`src/rtl/hpdcache_pkg.sv`:
```
// Shared types for the MSHR: entry state encoding, stored target record, index-width helper.
// No logic, so latency does not apply.
// No handshakes, so backpressure does not apply.
package hpdcache_pkg;

    typedef enum logic [1:0] {
        MSHR_FREE  = 2'd0,
        MSHR_PEND  = 2'd1,
        MSHR_DRAIN = 2'd2
    } mshr_state_e;

    // The target record has fixed field widths so one type serves every
    // instantiation. Each field is sized to the largest width the MSHR
    // accepts. Narrower requests are zero-extended on the way in and
    // truncated on the way out.
    localparam int unsigned MSHR_MAX_TID_W  = 16;
    localparam int unsigned MSHR_MAX_SID_W  = 8;
    localparam int unsigned MSHR_MAX_WORD_W = 8;
    localparam int unsigned MSHR_MAX_WAY_W  = 8;

    typedef struct packed {
        logic                       need_rsp;
        logic [MSHR_MAX_WAY_W-1:0]  way;
        logic [MSHR_MAX_WORD_W-1:0] word;
        logic [MSHR_MAX_SID_W-1:0]  sid;
        logic [MSHR_MAX_TID_W-1:0]  tid;
    } mshr_target_t;

    // Index width for n items. The result is never less than 1, so
    // single-item configurations still get a legal vector.
    function automatic int unsigned idx_w(input int unsigned n);
        return (n > 1) ? $clog2(n) : 1;
    endfunction

endpackage

```
`src/rtl/hpdcache_mshr_mt_entry.sv`:
```
// One MSHR entry: the FREE/PEND/DRAIN state, the nline, and an in-order target FIFO.
// State and FIFO update on the clock edge that follows alloc/push/ack/pop; head_o is combinational from registers.
// The top only asserts push_i while count<Targets and pop_i while DRAIN, so the entry never stalls on its own.
module hpdcache_mshr_mt_entry
    import hpdcache_pkg::*;
#(
    parameter int unsigned Targets    = 4,
    parameter int unsigned NlineWidth = 26,
    localparam int unsigned PtrW      = idx_w(Targets),
    localparam int unsigned CntW      = idx_w(Targets + 1)
) (
    input  logic                  clk_i,
    input  logic                  rst_ni,
    input  logic                  alloc_i,   // FREE -> PEND and store the first target
    input  logic                  push_i,    // append a merged target
    input  logic                  ack_i,     // PEND -> DRAIN
    input  logic                  pop_i,     // consume the head target
    input  logic [NlineWidth-1:0] nline_i,
    input  mshr_target_t          tgt_i,
    output mshr_state_e           state_o,
    output logic [NlineWidth-1:0] nline_o,
    output logic [CntW-1:0]       cnt_o,
    output mshr_target_t          head_o
);

    mshr_state_e           state_q;
    logic [CntW-1:0]       cnt_q;
    logic [PtrW-1:0]       rd_q, wr_q;
    logic [NlineWidth-1:0] nline_q;
    mshr_target_t          tgt_q [Targets];

    function automatic logic [PtrW-1:0] ptr_inc(input logic [PtrW-1:0] p);
        return (p == PtrW'(Targets - 1)) ? '0 : p + 1'b1;
    endfunction

    always_ff @(posedge clk_i) begin
        if (!rst_ni) begin
            state_q <= MSHR_FREE;
            cnt_q   <= '0;
            rd_q    <= '0;
            wr_q    <= '0;
        end else if (alloc_i) begin
            state_q <= MSHR_PEND;
            cnt_q   <= CntW'(1);
            rd_q    <= '0;
            wr_q    <= ptr_inc('0);
        end else begin
            // An ack and a merge may land together: the entry moves to DRAIN
            // and the merged target is still appended, so it gets drained.
            if (ack_i) state_q <= MSHR_DRAIN;
            if (push_i) wr_q <= ptr_inc(wr_q);
            if (pop_i) begin
                rd_q <= ptr_inc(rd_q);
                if (cnt_q == CntW'(1)) state_q <= MSHR_FREE;
            end
            if (push_i && !pop_i)      cnt_q <= cnt_q + 1'b1;
            else if (pop_i && !push_i) cnt_q <= cnt_q - 1'b1;
        end
    end

    // The payload storage is never reset. A write while in reset is harmless,
    // because the entry comes out of reset FREE and its contents are ignored.
    always_ff @(posedge clk_i) begin
        if (alloc_i) begin
            nline_q   <= nline_i;
            tgt_q[0]  <= tgt_i;
        end else if (push_i) begin
            tgt_q[wr_q] <= tgt_i;
        end
    end

    assign state_o = state_q;
    assign nline_o = nline_q;
    assign cnt_o   = cnt_q;
    assign head_o  = tgt_q[rd_q];

endmodule

```
`src/rtl/hpdcache_mshr_mt.sv`:
```
// Fully-associative MSHR: merges secondary misses per line and drains targets in order after a refill ack.
// Alloc and ack decisions are combinational and take effect at the next edge; the first response comes 1 cycle after the ack.
// alloc_ready_o drops on a draining match, a full target list, or no free entry; ack_ready_o drops while draining; rsp holds until rsp_ready_i.
// Ports: alloc_* (request and target payload in; ready/merged/id out), ack_* (refill done),
//        rsp_* (drained targets, valid/ready), empty_o/full_o (entry occupancy).
module hpdcache_mshr_mt
    import hpdcache_pkg::*;
#(
    parameter int unsigned Entries    = 4,
    parameter int unsigned Targets    = 4,
    parameter int unsigned NlineWidth = 26,
    parameter int unsigned TidWidth   = 6,
    parameter int unsigned SidWidth   = 3,
    parameter int unsigned WordWidth  = 3,
    parameter int unsigned WayWidth   = 3,
    localparam int unsigned IdW       = idx_w(Entries),
    localparam int unsigned CntW      = idx_w(Targets + 1)
) (
    input  logic                  clk_i,
    input  logic                  rst_ni,
    input  logic                  alloc_i,
    input  logic [NlineWidth-1:0] alloc_nline_i,
    input  logic [TidWidth-1:0]   alloc_tid_i,
    input  logic [SidWidth-1:0]   alloc_sid_i,
    input  logic [WordWidth-1:0]  alloc_word_i,
    input  logic [WayWidth-1:0]   alloc_way_i,
    input  logic                  alloc_need_rsp_i,
    output logic                  alloc_ready_o,
    output logic                  alloc_merged_o,
    output logic [IdW-1:0]        alloc_id_o,
    input  logic                  ack_i,
    input  logic [IdW-1:0]        ack_id_i,
    output logic                  ack_ready_o,
    output logic                  rsp_valid_o,
    input  logic                  rsp_ready_i,
    output logic [NlineWidth-1:0] rsp_nline_o,
    output logic [TidWidth-1:0]   rsp_tid_o,
    output logic [SidWidth-1:0]   rsp_sid_o,
    output logic [WordWidth-1:0]  rsp_word_o,
    output logic [WayWidth-1:0]   rsp_way_o,
    output logic                  rsp_need_rsp_o,
    output logic                  rsp_last_o,
    output logic                  empty_o,
    output logic                  full_o
);

    localparam logic [CntW-1:0] TgtMax = CntW'(Targets);

    mshr_state_e           ent_state [Entries];
    logic [NlineWidth-1:0] ent_nline [Entries];
    logic [CntW-1:0]       ent_cnt   [Entries];
    mshr_target_t          ent_head  [Entries];
    logic [Entries-1:0]    ent_alloc, ent_push, ent_ack, ent_pop;

    mshr_target_t   alloc_tgt, rsp_head;
    logic           hit, free_any, draining, merge_ok;
    logic [IdW-1:0] hit_id, free_id, drain_id;
    logic           unused_head;

    always_comb begin
        alloc_tgt = '0;
        alloc_tgt.tid[TidWidth-1:0]   = alloc_tid_i;
        alloc_tgt.sid[SidWidth-1:0]   = alloc_sid_i;
        alloc_tgt.word[WordWidth-1:0] = alloc_word_i;
        alloc_tgt.way[WayWidth-1:0]   = alloc_way_i;
        alloc_tgt.need_rsp            = alloc_need_rsp_i;
    end

    // The line match, the lowest-free-entry encoder and the draining-entry
    // search all read registered state. An entry freed at an edge therefore
    // cannot be handed out again until the following cycle.
    always_comb begin
        hit      = 1'b0;
        hit_id   = '0;
        free_any = 1'b0;
        free_id  = '0;
        draining = 1'b0;
        drain_id = '0;
        empty_o  = 1'b1;
        for (int i = Entries - 1; i >= 0; i--) begin
            if (ent_state[i] != MSHR_FREE) begin
                empty_o = 1'b0;
                if (ent_nline[i] == alloc_nline_i) begin
                    hit    = 1'b1;
                    hit_id = IdW'(i);
                end
            end else begin
                free_any = 1'b1;
                free_id  = IdW'(i);
            end
            if (ent_state[i] == MSHR_DRAIN) begin
                draining = 1'b1;
                drain_id = IdW'(i);
            end
        end
        full_o = !free_any;
    end

    assign merge_ok       = (ent_state[hit_id] == MSHR_PEND) && (ent_cnt[hit_id] < TgtMax);
    assign alloc_ready_o  = alloc_i && (hit ? merge_ok : free_any);
    assign alloc_merged_o = alloc_i && hit;
    assign alloc_id_o     = hit ? hit_id : free_id;

    // Only one entry drains at a time, which keeps the response mux a
    // single-source selection.
    assign ack_ready_o = !draining;

    assign rsp_valid_o    = draining;
    assign rsp_head       = ent_head[drain_id];
    assign rsp_nline_o    = ent_nline[drain_id];
    assign rsp_tid_o      = rsp_head.tid[TidWidth-1:0];
    assign rsp_sid_o      = rsp_head.sid[SidWidth-1:0];
    assign rsp_word_o     = rsp_head.word[WordWidth-1:0];
    assign rsp_way_o      = rsp_head.way[WayWidth-1:0];
    assign rsp_need_rsp_o = rsp_head.need_rsp;
    assign rsp_last_o     = (ent_cnt[drain_id] == CntW'(1));
    assign unused_head    = ^rsp_head;

    for (genvar g = 0; g < Entries; g++) begin : g_ent
        assign ent_alloc[g] = alloc_ready_o && !hit && (free_id == IdW'(g));
        assign ent_push[g]  = alloc_ready_o && hit && (hit_id == IdW'(g));
        assign ent_ack[g]   = ack_i && ack_ready_o && (ack_id_i == IdW'(g));
        assign ent_pop[g]   = rsp_valid_o && rsp_ready_i && (drain_id == IdW'(g));

        hpdcache_mshr_mt_entry #(
            .Targets    (Targets),
            .NlineWidth (NlineWidth)
        ) u_entry (
            .clk_i   (clk_i),
            .rst_ni  (rst_ni),
            .alloc_i (ent_alloc[g]),
            .push_i  (ent_push[g]),
            .ack_i   (ent_ack[g]),
            .pop_i   (ent_pop[g]),
            .nline_i (alloc_nline_i),
            .tgt_i   (alloc_tgt),
            .state_o (ent_state[g]),
            .nline_o (ent_nline[g]),
            .cnt_o   (ent_cnt[g]),
            .head_o  (ent_head[g])
        );
    end

    // A refill ack is only meaningful for an entry that is waiting on one.
    a_ack_to_pend: assert property (@(posedge clk_i) disable iff (!rst_ni)
        (ack_i && ack_ready_o) |-> (ent_state[ack_id_i] == MSHR_PEND));

endmodule

```
`config.mk`:
```
export PLATFORM = sky130hd
export DESIGN_NAME = hpdcache_mshr_mt
export DESIGN_NICKNAME = d
export VERILOG_FILES = /design/src/rtl/hpdcache_pkg.sv /design/src/rtl/hpdcache_mshr_mt_entry.sv /design/src/rtl/hpdcache_mshr_mt.sv
export SDC_FILE = /design/constraint.sdc
export NUM_CORES = 1
export LEC_CHECK = 0
export CAP_MARGIN = 20
export CORE_MARGIN = 1.5
export CORE_UTILIZATION = 62
export CTS_BUF_LIST = sky130_fd_sc_hd__clkbuf_8
export DETAILED_ROUTE_END_ITERATION = 12
export GPL_TIMING_DRIVEN = 0
export PLACE_DENSITY = 0.88
export SLEW_MARGIN = 0
export SYNTH_ARGS = -nofsm -noshare
export SYNTH_HDL_FRONTEND = slang
export SYNTH_SLANG_ARGS = --single-unit
```
`constraint.sdc`:
```
create_clock -name clk_i -period 4.5 [get_ports clk_i]
set_input_delay 0.675 -clock clk_i [delete_from_list [all_inputs] [get_ports clk_i]]
set_output_delay 0.675 -clock clk_i [all_outputs]
set_load 0.05 [all_outputs]
```
==> results.sh <==
export IMPL_start_util_pct=62.75
export IMPL_num_vias=10580
export IMPL_fp_coreArea_um2=26800
export IMPL_dp_hpwl_um=28200
export IMPL_place_congestion=0.9024
export IMPL_timing_final_hold_violations=0
export IMPL_clock_skew_ns=0.04570
export IMPL_worstReg2RegEnd="g_ent[1].u_entry.nline_o[15]$_DFFE_PP_"
export IMPL_die_width_um=167.7
export IMPL_grt_max_degree=21
export IMPL_period_minus_slack_ns=4.476
export IMPL_path_clk_slew_ns=0.06
export IMPL_arrival_ns=3.80
export IMPL_layout_common_cells="edfxtp_1 (360), nand2_1 (108), clkdlybuf4s50_1 (93)"
export IMPL_worstMarginPinSlew_ns=1.087
export IMPL_ant_nets=0
export IMPL_drt_wl_total_um=42570
export IMPL_drive_gt1_share_pct=16.30
export IMPL_clock_latency_ns=0.65
export IMPL_peakVddDrop_v=0.0003566
export IMPL_yosysUniqueCellTypes=51
export IMPL_worstSetupPathType="input port to primary output"
export IMPL_cts_root_buffer="clkbuf_8"
export IMPL_nets=1300
export IMPL_reg2regPathDepth=9
export IMPL_cts_sinks=404
export IMPL_crit_chain="clkdlybuf4s50_1, xor2_1, nor4_1, nand4_1, nor2_1, nor2_1, a21boi_0, clkdlybuf4s15_2"
export IMPL_cts_tree="done"
export IMPL_relSlewSlack_pct=27.53
export IMPL_crit_top_cell="nor2_1"
export IMPL_htree_levels=2
export IMPL_io_buffers=98
export IMPL_antenna_found_initial=0
export IMPL_drtIter0Drc=1741
export IMPL_min_delay_worst_endpoint="g_ent[1].u_entry.rd_q[1]$_SDFFE_PP0P_"
export IMPL_final_common_cell="edfxtp_1"
export IMPL_max_cap_viol_count=0
export IMPL_dp_slack_ns=-0.6565
export IMPL_synth_area_per_cell_um2=16.00
export IMPL_holdBufCountCts=0
export IMPL_overflow=0
export IMPL_ctsLongestPathBuffers=3
export IMPL_synthesis_nets=1123
export IMPL_crit_buf_inv=2
export IMPL_dr_pass1_iters=10
export IMPL_die_area_um2=28120
export IMPL_fin_crit_sh_pct=99.46
export IMPL_route_detailed_drc=0
export IMPL_fin_ws_ns=0.02442
export IMPL_ys_seq_area_share_pct=69.52
export IMPL_synthToLayoutAreaGrowth_pct=18.09
export IMPL_path_delay_family="simple AND/OR/NAND/NOR gates"
export IMPL_r2r_start="g_ent[0].u_entry.nline_o[7]$_DFFE_PP_"
export IMPL_worst_path_largest_cell_delay_ns=0.63
export IMPL_holdPathStages=2
export IMPL_grt_pass1_wl_um=63290
export IMPL_hold_start="g_ent[1].u_entry.rd_q[1]$_SDFFE_PP0P_"
export IMPL_ys_flop_type="edfxtp_1"
export IMPL_placementRows=60
export IMPL_end_kind="primary output"
export IMPL_grt_total_usage_pct=30.75
export IMPL_grt_pass1_vias=10670
export IMPL_total_power_mw=8.113
export IMPL_vias_per_cell=6.545
export IMPL_min_path_type="flop to flop"
export IMPL_finalSetupViolations=0
export IMPL_crit_slowest_cell="clkdlybuf4s50_1"
export IMPL_slew_viol_final=0
export IMPL_required_ns=3.83
export IMPL_synthCells=1051
export IMPL_max_freq_mhz=223.4
export IMPL_power_density_nw_per_um2=408.5
export IMPL_wl_per_cell_um=26.33
export IMPL_synth_async_reset_ratio_pct=0
export IMPL_ys_warn_count=0
export IMPL_p_leak_nw=6.769
export IMPL_netlist_area_um2=16820
export IMPL_postPlaceCellArea_um2=18650
export IMPL_synth_edff_count=360
export IMPL_die_h_um=167.7
export IMPL_whs_ns=0.4929
export IMPL_status="finished clean"
export IMPL_cp_start_kind="input port"
export IMPL_ys_ff_latch=404
export IMPL_rsz0062_at_grt="no"
export IMPL_antenna_cells=0
export IMPL_cts_setup_buffers=0
export IMPL_ios=100
export IMPL_numCtsBuffers=60
export IMPL_reg2reg_setup_slack_ns=0.57
export IMPL_worst_path_max_fanout=8
export IMPL_final_cell_area_um2=19860
==> tightest hold or removal path, delay by kind of cell (launching register included) <==
| family | cells | cell delay (ns) |
|---|---|---|
| compound gates | 1 | 0.07 |
| flops | 1 | 0.31 |
| simple gates | 1 | 0.05 |
==> cell usage after synthesis (2+ instances only) <==
cell / count / share of area (%)
o21ai_0: 11 / 0.33
nor4_1: 19 / 0.71
buf_1: 11 / 0.25
a21oi_1: 28 / 0.83
nand4_1: 12 / 0.45
o31ai_2: 2 / 0.15
inv_1: 21 / 0.47
nor3_1: 19 / 0.57
a222oi_1: 27 / 1.6
a22oi_1: 16 / 0.71
a31oi_1: 5 / 0.19
xor2_1: 76 / 4.0
nor2b_1: 3 / 0.11
o311ai_0: 2 / 0.10
o21ai_1: 2 / 0.060
and4_1: 2 / 0.10
nand3_1: 30 / 0.89
or2_2: 4 / 0.15
buf_2: 2 / 0.060
nor2_1: 51 / 1.1
xnor2_1: 37 / 1.9
or3_1: 2 / 0.074
nand2_1: 108 / 2.4
mux4_2: 64 / 8.6
and3_1: 2 / 0.074
nand2b_1: 4 / 0.15
mux2i_1: 11 / 0.65
dfxtp_1: 44 / 5.2
ha_1: 23 / 1.7
nand4bb_1: 2 / 0.13
edfxtp_1: 360 / 64
o31ai_1: 3 / 0.13
nor3b_1: 5 / 0.22
clkbuf_1: 26 / 0.58
==> cell type report <==
class | count | area, um2
multi-input cells | 586 | 5006
well taps | 341 | 426.7
repair buffers | 118 | 1321
fillers | 1489 | 6943
inverters | 21 | 78.83
clock inverters | 49 | 310.3
plain buffers | 37 | 183.9
clock buffers | 61 | 839.6
flip-flops and latches | 404 | 11690
==> logic make-up (layout without fill, tap and decap cells) <==
family / after synthesis / after routing / synth area share [%]
AO/OA/AOI/OAI: 104 / 104 / 4.546
multiplexers: 75 / 75 / 9.226
adder cells (fa/ha/maj): 23 / 23 / 1.711
buffers and inverters: 61 / 286 / 1.421
AND/OR/NAND/NOR: 271 / 271 / 7.686
XOR/XNOR: 113 / 113 / 5.885
flip-flops: 404 / 404 / 69.52
==> stage by stage <==
step,TNS (ns),cells,utilization (%)
detailed placement,-33.49,1510,69.60
CTS,0,1618,74.05
global route,0,1617,74.09
global placement,-261.76,1490,68.00
finish,0,1617,74.09
floorplan,0,1051,-
==> routing by layer <==
metal	share of wire, %	vias up	global-route usage, %	routed length, um
li1	-	4471	-	-
met1	36	5215	39.92	15510
met2	50	771	50.98	21100
met3	9.6	126	5.483	4105
met4	4.4	0	14.61	1853
met5	0	-	0	0
==> flip-flops by register name (all words and copies together) (netlist names), named ones only <==
| signal | count |
|---|---|
| g_ent.u_entry.state_o | 8 |
| g_ent.u_entry.tgt_q | 256 |
| g_ent.u_entry.nline_o | 104 |
| g_ent.u_entry.rd_q | 8 |
| g_ent.u_entry.wr_q | 8 |
| g_ent.u_entry.cnt_o | 12 |
==> report_power, final <==
group / internal, mW / total (mW) / leakage, nW / switching (mW)
Combinational: 0.344 / 1.04 / 2.47 / 0.695
Clock: 1.45 / 2.86 / 0.671 / 1.42
Sequential: 4.16 / 4.21 / 3.62 / 0.0490
Total: 5.95 / 8.11 / 6.77 / 2.16
==> how the worst max path moves through the flow <==
stage                     slack (ns)                                      end  cells past startpoint                              startpoint
after global placement         -1.91  g_ent[0].u_entry.tgt_q[0][12]$_DFFE_PP_                      8                        alloc_nline_i[7]
final                           0.02                           alloc_merged_o                      8                        alloc_nline_i[1]
after floorplan                 0.81   g_ent[3].u_entry.tgt_q[0][0]$_DFFE_PP_                      7                        alloc_nline_i[8]
after detailed placement       -0.66                            alloc_ready_o                     10                        alloc_nline_i[7]
after CTS                       0.02                             rsp_tid_o[4]                      7  g_ent[2].u_entry.state_o[1]$_SDFF_PP0_
after global routing           0.009                             rsp_way_o[1]                      6                                    flop
==> what timing repair did <==
action,CTS,global route
cloned,0,0
endpoints found under the hold margin,0,0
pin swaps,0,0
gates resized for setup,25,16
setup endpoints to repair,29,36
No activity file was read; power rests on OpenSTA's default activity.
